## src/rtl/fetch_decode_buffer.sv

```systemverilog
// Fetch-to-decode decoupling FIFO: buffers {pc, instr} pairs, presents the oldest to decode,
// and drops all buffered wrong-path entries on a redirect flush.
module fetch_decode_buffer #(
    parameter int unsigned DEPTH     = 2,
    parameter logic [31:0] NOP_INSTR = 32'h00000013
) (
    input  logic                       clk,
    input  logic                       rst,
    input  logic                       in_valid,
    input  logic [31:0]                in_pc,
    input  logic [31:0]                in_instr,
    output logic                       in_ready,
    input  logic                       flush,
    output logic                       out_valid,
    output logic [31:0]                out_pc,
    output logic [31:0]                out_instr,
    input  logic                       out_ready,
    output logic [$clog2(DEPTH+1)-1:0] count
);

    localparam int unsigned PtrW = $clog2(DEPTH);
    localparam int unsigned CntW = $clog2(DEPTH + 1);

    logic [31:0]     pc_mem_q    [DEPTH];
    logic [31:0]     pc_mem_d    [DEPTH];
    logic [31:0]     instr_mem_q [DEPTH];
    logic [31:0]     instr_mem_d [DEPTH];
    logic [PtrW-1:0] wr_ptr_q, wr_ptr_d;
    logic [PtrW-1:0] rd_ptr_q, rd_ptr_d;
    logic [CntW-1:0] count_q, count_d;
    logic            push, pop;

    // Ready depends on occupancy only; a full buffer never passes through on a same-cycle pop.
    assign in_ready  = (count_q != CntW'(DEPTH));
    assign out_valid = (count_q != '0);
    assign push      = in_valid && in_ready && !flush;
    assign pop       = out_valid && out_ready && !flush;
    assign count     = count_q;

    always_comb begin
        out_pc    = 32'h0;
        out_instr = NOP_INSTR;
        if (out_valid) begin
            out_pc    = pc_mem_q[rd_ptr_q];
            out_instr = instr_mem_q[rd_ptr_q];
        end
    end

    always_comb begin
        pc_mem_d    = pc_mem_q;
        instr_mem_d = instr_mem_q;
        wr_ptr_d    = wr_ptr_q;
        rd_ptr_d    = rd_ptr_q;
        count_d     = count_q;
        if (push) begin
            pc_mem_d[wr_ptr_q]    = in_pc;
            instr_mem_d[wr_ptr_q] = in_instr;
            wr_ptr_d              = wr_ptr_q + PtrW'(1);
        end
        if (pop) begin
            rd_ptr_d = rd_ptr_q + PtrW'(1);
        end
        unique case ({push, pop})
            2'b10:   count_d = count_q + CntW'(1);
            2'b01:   count_d = count_q - CntW'(1);
            default: count_d = count_q;
        endcase
        // Memory is left intact on flush; pointers and count alone define validity.
        if (flush) begin
            wr_ptr_d = '0;
            rd_ptr_d = '0;
            count_d  = '0;
        end
    end

    always_ff @(posedge clk) begin
        if (rst) begin
            wr_ptr_q <= '0;
            rd_ptr_q <= '0;
            count_q  <= '0;
        end else begin
            wr_ptr_q <= wr_ptr_d;
            rd_ptr_q <= rd_ptr_d;
            count_q  <= count_d;
        end
    end

    always_ff @(posedge clk) begin
        pc_mem_q    <= pc_mem_d;
        instr_mem_q <= instr_mem_d;
    end

endmodule

```

## config.mk

```make
export PLATFORM = sky130hd
export DESIGN_NAME = fetch_decode_buffer
export DESIGN_NICKNAME = d
export VERILOG_FILES = /design/src/rtl/fetch_decode_buffer.sv
export SDC_FILE = /design/constraint.sdc
export NUM_CORES = 1
export LEC_CHECK = 0
export ABC_AREA = 1
export BUFFER_PORTS_ARGS = -buffer_cell sky130_fd_sc_hd__buf_2
export CORE_MARGIN = 4
export CORE_UTILIZATION = 57
export CTS_CLUSTER_DIAMETER = 30
export DETAILED_ROUTE_END_ITERATION = 12
export GPL_TIMING_DRIVEN = 0
export PLACE_DENSITY = 0.91
export SLEW_MARGIN = 30
export SYNTH_ARGS = -nofsm -noshare
export SYNTH_HDL_FRONTEND = slang
export SYNTH_SLANG_ARGS = --single-unit
```

## constraint.sdc

```tcl
create_clock -name clk -period 7.78 [get_ports clk]
set_clock_uncertainty 0.2 [all_clocks]
set_input_delay 1.556 -clock clk [delete_from_list [all_inputs] [get_ports clk]]
set_output_delay 1.556 -clock clk [all_outputs]
set_load 0.02 [all_outputs]
```

== Yosys cells after proc, flatten, opt, wreduce, memory -nomap -nowiden ==
Cells that the tools add are included.

* Add/subtract/negate cells: 4
* Muxes and demuxes: 13
* Eq/ne operators: 3
* Bitwise logic cells: 2
* Reductions and logical operators: 9
* Magnitude comparators: 3

{| class="wikitable"
|+ Operators with widths
! cell !! count
|-
| $mux 32 || 9
|-
| $bwmux 64 || 2
|-
| $demux 32 s1 || 1
|-
| $logic_and 1x1->1 || 5
|-
| $ge 2x2->1 const B || 2
|-
| $not 1->2 || 2
|-
| $pmux 2 s2 || 1
|-
| $reduce_bool 2->1 || 2
|-
| $add 1x1->1 const B || 2
|-
| $add 2x1->2 const B || 1
|-
| $eq 2x1->1 const B || 1
|-
| $eq 2x2->1 const B || 1
|-
| $lt 2x1->1 const B || 1
|-
| $ne 2x2->1 const B || 1
|-
| $reduce_or 2->1 || 1
|-
| $sub 2x1->2 const B || 1
|-
| $logic_not 1->1 || 1
|}

* Flip-flop bits (word level): 132
* Logic and storage cells: 41

== Longest topological paths before layout ==
Gate-level depths: netlist (run 1).

* Depth in word-level cells: 6
* Mapped depth: 10
* Depth with buffers taken out: 10

== Least setup slack after synthesis (run 1) ==
Ideal clock, no wire load.

* Path type: input-to-reg
* Start point: input in_valid
* End point: register instr_mem_q[32] (netlist bit) (enable)
* Path buffers: 0
* Setup time: 0.486 ns
* Required time: 7.094 ns
* Arrival time: 4.489 ns
* Setup slack: 2.605 ns
* Stages: 4
* Path through: inv_1 -> nor2_1 -> nand2_1 -> nor2_1

* Word-level cells in the longest chain between the ends: 2

{| class="wikitable"
|+ RTL lines
! element !! RTL line !! text
|-
| start: declaration || 9 || <nowiki>input logic in_valid,</nowiki>
|-
| $logic_and 1x1->1 (2 in a row) || 36 || <nowiki>assign push = in_valid && in_ready && !flush;</nowiki>
|-
| end signal: assignment || 90 || <nowiki>instr_mem_q <= instr_mem_d;</nowiki>
|-
| end: declaration || 26 || <nowiki>logic [31:0] instr_mem_q [DEPTH];</nowiki>
|}

Every way passes these cells.
A chain may end at the register's enable or synchronous reset.

== Final worst setup path (run 1) ==
* Start point: register rd_ptr_q
* End point: output out_instr[6]

* Word-level cells in the longest chain between the ends: 5

{| class="wikitable"
|+ RTL lines
! element !! RTL line !! text
|-
| start: declaration || 29 || <nowiki>logic [PtrW-1:0] rd_ptr_q, rd_ptr_d;</nowiki>
|-
| start signal: assignment || 83 || <nowiki>rd_ptr_q <= rd_ptr_d;</nowiki>
|-
| $not 1->2 (implied by the code) || 45 || <nowiki>out_instr = instr_mem_q[rd_ptr_q];</nowiki>
|-
| $mux 32 (implied by the code) (3 in a row) || 45 ||
|-
| $mux 32 || 43 || <nowiki>if (out_valid) begin</nowiki>
|-
| end: declaration || 16 || <nowiki>output logic [31:0] out_instr,</nowiki>
|}

Every way passes these cells. The select of a mux whose other input is x is not followed.

==> summary.md, run 1 <==
| Metric | Value |
|---|---|
| # hold bufs at CTS | 0 |
| Max Slew Vio Count | 0 |
| Register bit total from synthesis | 132 |
| R2R depth | 5 |
| Final Wtd Congestion | 0.7313 |
| Fmax | 285.6 MHz |
| ANT nets after route | 0 |
| Min Hold Slack | 0.3551 ns |
| Row count | 35 |
| Min-Delay Path Class | flip-flop to flip-flop |
| Via count | 3,404 |
| Unique masters post-synth | 23 |
| End point of the critical path | out_instr[6] |
| Status | complete, no violations |
| Fin crit share | 45.00% |
| Crit Path Class | flip-flop to primary output |
| Largest family of logic cells by synthesized area | simple AND/OR/NAND/NOR gates |
| Simple logic cell fraction of the synthesized area | 11.19% |
| Setup TNS | 0 ns |
| Relative slew slack | 70.56% |
| Unrepaired setup endpoints after global routing | no |
| I/O pins | 137 |
| Number of diodes | 0 |
| Max IR drop VDD | 0.0001735 V |
| Residual DRC | 0 |
| Fin cells | 662 |
| Lkg Pwr | 2.763 nW |
| Pre-CTS worst setup slack | 4.569 ns |
| Worst reg-to-reg setup slack | 5.79 ns |
| CP required | 6.02 ns |
| Routed WL per cell | 16.48 um |
| Clock Latency Late Sink | 0.51 ns |
| Post-Syn Instances | 379 |
| Final worst slack | 4.279 ns |
| Worst slew pin tran | 0.4417 ns |
| Synthesis-to-finish area growth | 29.82% |
| Worst setup SP type | flip-flop |
| Placed Cells | 630 |
| Most common cell after layout, fill and taps aside | buf_2 |
| CTS tree | yes |
| TritonRoute pass-1 iters | 4 |
| Pwr Density | 258.5 nW/um2 |
| Peak fanout along the critical path | 10 |
| Global-route wire length before repair | 17,510 um |
| Syn Area/Cell | 14.14 um2 |
| Post-layout util | 75.63% |
| Routed WL | 10,910 um |
| Worst Setup SP | rd_ptr_q |
| Post-synthesis xor/xnor area fraction | 0.1635% |
| Final Hold Fails | 0 |
| CTS clk-pin slew, worst paths | 0.06 ns |
| CTS resizes | 0 |
| Layout cell share with drive strength beyond 1 | 46.64% |
| Synth Area in Adders | 0.2335% |
| Clk sinks | 132 |
| Compound-Gate Fraction of Synth Area | 10.32% |
| Total gr overflow | 0 |
| DPL Wire Length | 7486 um |
| Die area | 11,010 um2 |
| Largest net degree at the start of global routing | 44 |
| Nets | 608 |
| Drt first-iter violations | 190 |
| Chip width | 105.0 um |
| IO buf count | 136 |
| Mapped Nets | 449 |
| Final-layout fill cell count | 592 |
| Seq/Total Area, Yosys | 73.24% |
| Vias in the first global route | 3,499 |
| CP Data Arrival Time | 1.74 ns |
| Worst r2r src | count[0] |
| Commonest cells after routing, fill and taps aside | buf_2, nand2_1, edfxtp_1 |
| Root buffer cell | clkbuf_8 |
| Maxcap violations | 0 |
| CP Capture Type | primary output |
| Clock Tree Buf Depth | 2 |
| Initial core utilization | 58.26% |
| Final setup vio count | 0 |
| Total CTS buffers | 17 |
| R2r endpoint | pc_mem_q[10] |
| Fin crit period | 3.501 ns |
| Post-CTS setup buffer count | 0 |
| Core ar. | 9196 um2 |
| Initial antenna violation count | 0 |
| Mapped Area | 5358 um2 |
| Die Y-Extent | 105.0 um |
| Multi-input logic area | 1181 um2 |
| Routed vias/inst | 5.142 |
| Htree depth | 4 |
| Synth warn | 0 |
| Seq. cell area | 3924 um2 |
| Total Routing Usage GR | 20.61% |
| Mux cell area share after synthesis | 0% |
cell usage after synthesis, drive strengths merged:
cell | instances | area [um2]
xor2 | 1 | 8.760
nand4 | 1 | 6.260
nand3 | 4 | 20.02
nor3 | 1 | 5.000
a21oi | 63 | 548.0
inv | 8 | 37.53
nand2 | 137 | 530.5
o21ai | 1 | 5.000
nor2 | 10 | 37.54
edfxtp | 128 | 3844
dfxtp | 4 | 80.08
ha | 1 | 12.51
buf | 16 | 196.4
clkbuf | 4 | 26.27
stage by stage:
step	area [um2]	power, mW
final	6955	1.798
after detailed placement	6290	0.9275
after floorplan	5358	0.8800
after global placement	6177	0.9181
after global routing	6955	1.856
after CTS	6955	1.813
where the power goes:
| group | leakage (nW) | internal, mW | switching, mW |
|---|---|---|---|
| registers | 1.21 | 0.802 | 0.00506 |
| logic | 1.24 | 0.0418 | 0.0640 |
| clock network | 0.317 | 0.589 | 0.296 |
| total | 2.76 | 1.43 | 0.365 |
kinds of logic (layout without fill, tap and decap cells):
logic type,Yosys count,after routing
simple gates,153,153
xor+xnor,1,1
compound gates,64,64
buf+inv,28,200
fa+ha+maj,1,1
flops,132,132
routing by layer:
layer	wire length, um	track usage, %	vias to the layer above
met3	585	4.818	23
met4	248	8.810	0
li1	-	-	1656
met2	5867	36.80	128
met1	4211	23.64	1597
met5	0	0	-
critical path, stage by stage (launching register included):
cell	delay, ns
dfxtp_1	0.34
inv_2	0.06
clkbuf_1	0.35
nand2_1	0.13
a21oi_2	0.17
buf_2	0.18
how the worst min path moves through the flow:
stage                  start  slack [ns]  endpoint  cells past startpoint
global route        count[1]        0.38  count[1]                      2
finish              count[1]        0.36  count[1]                      2
CTS                 count[1]        0.36  count[1]                      2
detailed placement  count[1]        0.35  count[1]                      2
floorplan           wr_ptr_q        0.27  wr_ptr_q                      2
global placement    wr_ptr_q        0.29  wr_ptr_q                      2
area by class of cell:
cell class	instances	share of cell area [%]
buffer	20	3.202
tap	111	1.997
clock buffer	18	6.008
timing repair buffer	140	11.26
clock inverter	14	3.562
inverter	8	0.5756
sequential	132	56.41
multi-input combinational	219	16.98
sequential cells by signal, summed over array words and instances (netlist names):
signal,cells
pc_mem_q,64
count,2
rd_ptr_q,1
instr_mem_q,64
wr_ptr_q,1
Power figures use the tool's default switching activity.
==> run 2: changes to the inputs <==
ABC_AREA = 0   (was 1)
CORE_UTILIZATION = 52   (was 57)
PLACE_DENSITY = 0.85   (was 0.91)
clock period = 3.3 ns   (was 7.78 ns; I/O delays follow)
==> run 2 against run 1 <==
- cell count fell by 10%
- critical path depth fell by 1
- count of clock-buffer cells in the layout shrank 1
- first-iteration DRC count shrank 38%
- core utilization is 3.8 points lower
- critical path type unchanged
- largest cell class unchanged
==> summary.md, run 2 <==
| Metric | Value |
|---|---|
| Die area | 11,270 um2 |
| Final setup vio count | 0 |
| Routed WL per cell | 15.88 um |
| Post-synth top area share | 76.72% |
| Crit Path Class | flip-flop to primary output |
| Clock Tree Buf Depth | 2 |
| Synthesis-to-finish area growth | 33.79% |
| Total Routing Usage GR | 17.47% |
| CP Data Arrival Time | 2.04 ns |
| Most common cell after layout, fill and taps aside | buf_2 |
| Commonest cells after routing, fill and taps aside | buf_2, edfxtp_1, nor2_1 |
| Via count | 2,924 |
| I/O pins | 137 |
| Synth area leaders | edfxtp_1, mux2i_1, nor2_1, dfxtp_1, buf_2 |
| Seq/Total Area, Yosys | 78.32% |
| CTS tree | yes |
| Initial antenna violation count | 0 |
| Post-synth top area cell | edfxtp_1 |
| Max Slew Vio Count | 0 |
| Number of diodes | 0 |
| Initial core utilization | 53.71% |
| Pwr Density | 630.5 nW/um2 |
| Total gr overflow | 0 |
| Worst-path cell chain | nor2_1, buf_2, nor2_1, buf_2 |
| Worst slew pin tran | 0.7141 ns |
| Register bit total from synthesis | 132 |
| CTS resizes | 0 |
| CP Capture Type | primary output |
| Global-route wire length before repair | 14,890 um |
| Commonest cells post-synth | edfxtp_1, nor2_1, mux2i_1, buf_2, buf_4 |
| Cell family with the largest share of critical-path delay | simple AND/OR/NAND/NOR gates |
| Relative slew slack | 52.22% |
| Clk sinks | 132 |
| CP required | 2.44 ns |
| Max IR drop VDD | 0.0003703 V |
| Total CTS buffers | 17 |
| Chip width | 106.2 um |
| Post-Syn Instances | 295 |
| Most frequent cell after synthesis | edfxtp_1 |
| TritonRoute pass-1 iters | 4 |
| Routed WL | 9466 um |
| Final worst slack | 0.3989 ns |
| Final Wtd Congestion | 0.7252 |
| Post-CTS setup buffer count | 0 |
| Fin crit period | 2.901 ns |
| Unrepaired setup endpoints after global routing | no |
| Peak fanout along the critical path | 10 |
| Htree depth | 4 |
| Mapped Nets | 365 |
| Worst setup SP type | flip-flop |
| Residual DRC | 0 |
| Bufs and invs on worst path | 2 |
| Root buffer cell | clkbuf_8 |
| Ys flop type | edfxtp_1 |
| DPL Wire Length | 6688 um |
| Fmax | 344.7 MHz |
| CTS clk-pin slew, worst paths | 0.06 ns |
| Post-layout util | 71.86% |
| IO buf count | 136 |
| Critical path's largest stage delay | 0.57 ns |
| Fin crit share | 87.91% |
| Synth warn | 0 |
| Nets | 526 |
| ANT nets after route | 0 |
| Unique masters post-synth | 19 |
| Post-synth ARST share | 0% |
| Final Hold Fails | 0 |
| Row count | 35 |
| Maxcap violations | 0 |
| Layout cell share with drive strength beyond 1 | 40.04% |
| Vias in the first global route | 3,105 |
| Largest net degree at the start of global routing | 23 |
| CP max stage cell | nor2_1 |
| Clock Latency Late Sink | 0.49 ns |
| Min-Delay Path Class | input pin to flip-flop |
| Core ar. | 9328 um2 |
| Lkg Pwr | 2.543 nW |
| Syn Area/Cell | 16.98 um2 |
| Pre-CTS worst setup slack | 0.8105 ns |
| Die Y-Extent | 106.2 um |
| Routed vias/inst | 4.906 |
| Status | complete, no violations |
| Mapped Area | 5010 um2 |
| # hold bufs at CTS | 0 |
| Post-synth EDFFs | 128 |
| Drt first-iter violations | 118 |
[run 2: cell count changes after synthesis, moves of 3 or more]
cell / delta
nor2_1: +57
buf_4: -3
inv_2: -3
nand2_1: -133
clkbuf_4: -3
a21oi_2: -59
buf_12: -6
nand3_1: -3
buf_2: +7
mux2i_1: +64
[run 2: worst register-to-register path, cell delays in order (launching register included)]
cell	delay [ns]
dfxtp_1	0.44
nand2b_1	0.22
nand3b_1	0.23
nor2_4	0.50
buf_16	0.23
buf_16	0.18
[run 2: worst paths after layout]
path	startpoint	endpoint	slack, ns	depth (start not counted)
setup / recovery	count[0]	out_instr[2]	0.40	4
hold / removal	in_pc[2]	pc_mem_q[34]	0.15	1
setup reg to reg	count[0]	instr_mem_q[12]	1.00	5
hold reg to reg	count[1]	count[1]	0.34	2
[run 2: final cells by class]
class	count	area (um2)
well taps	129	161.4
multi-input cells	148	1016
plain buffers	13	77.57
fillers	614	2625
repair buffers	142	845.8
inverters	2	7.507
clock buffers	17	414.1
clock inverters	13	256.5
flip-flops and latches	132	3924
[run 2: power breakdown]
part	internal, mW	switching [mW]
clock	1.45	0.654
combinational	0.0883	0.128
sequential	1.89	0.0121
total	3.43	0.794
[run 2: logic make-up after synthesis]
| group | synth area share, % |
|---|---|
| buf+inv | 1.698 |
| simple gates | 5.869 |
| fa+ha+maj | 0.2497 |
| flops | 78.32 |
| xor+xnor | 0.5246 |
| compound gates | 0.5495 |
| mux | 12.79 |
[run 2: routing by layer]
layer / track usage, % / vias to the layer above / part of all wire (%)
met5: 0 / - / 0
met4: 7.216 / 0 / 1.0
met2: 31.31 / 103 / 54
met3: 4.918 / 6 / 6.0
met1: 19.49 / 1402 / 39
li1: - / 1413 / -
[run 2: through the flow]
step,power (mW),instances,cell area (um2),hold WS (ns),TNS [ns]
detailed placement,2.159,566,6032,0.3274,0
CTS,4.257,596,6703,0.1271,0
global route,4.366,596,6703,0.1175,0
global placement,2.134,560,5857,0.3168,-104.98
floorplan,2.044,295,5015,0.3488,-4.177
finish,4.226,596,6703,0.1481,0
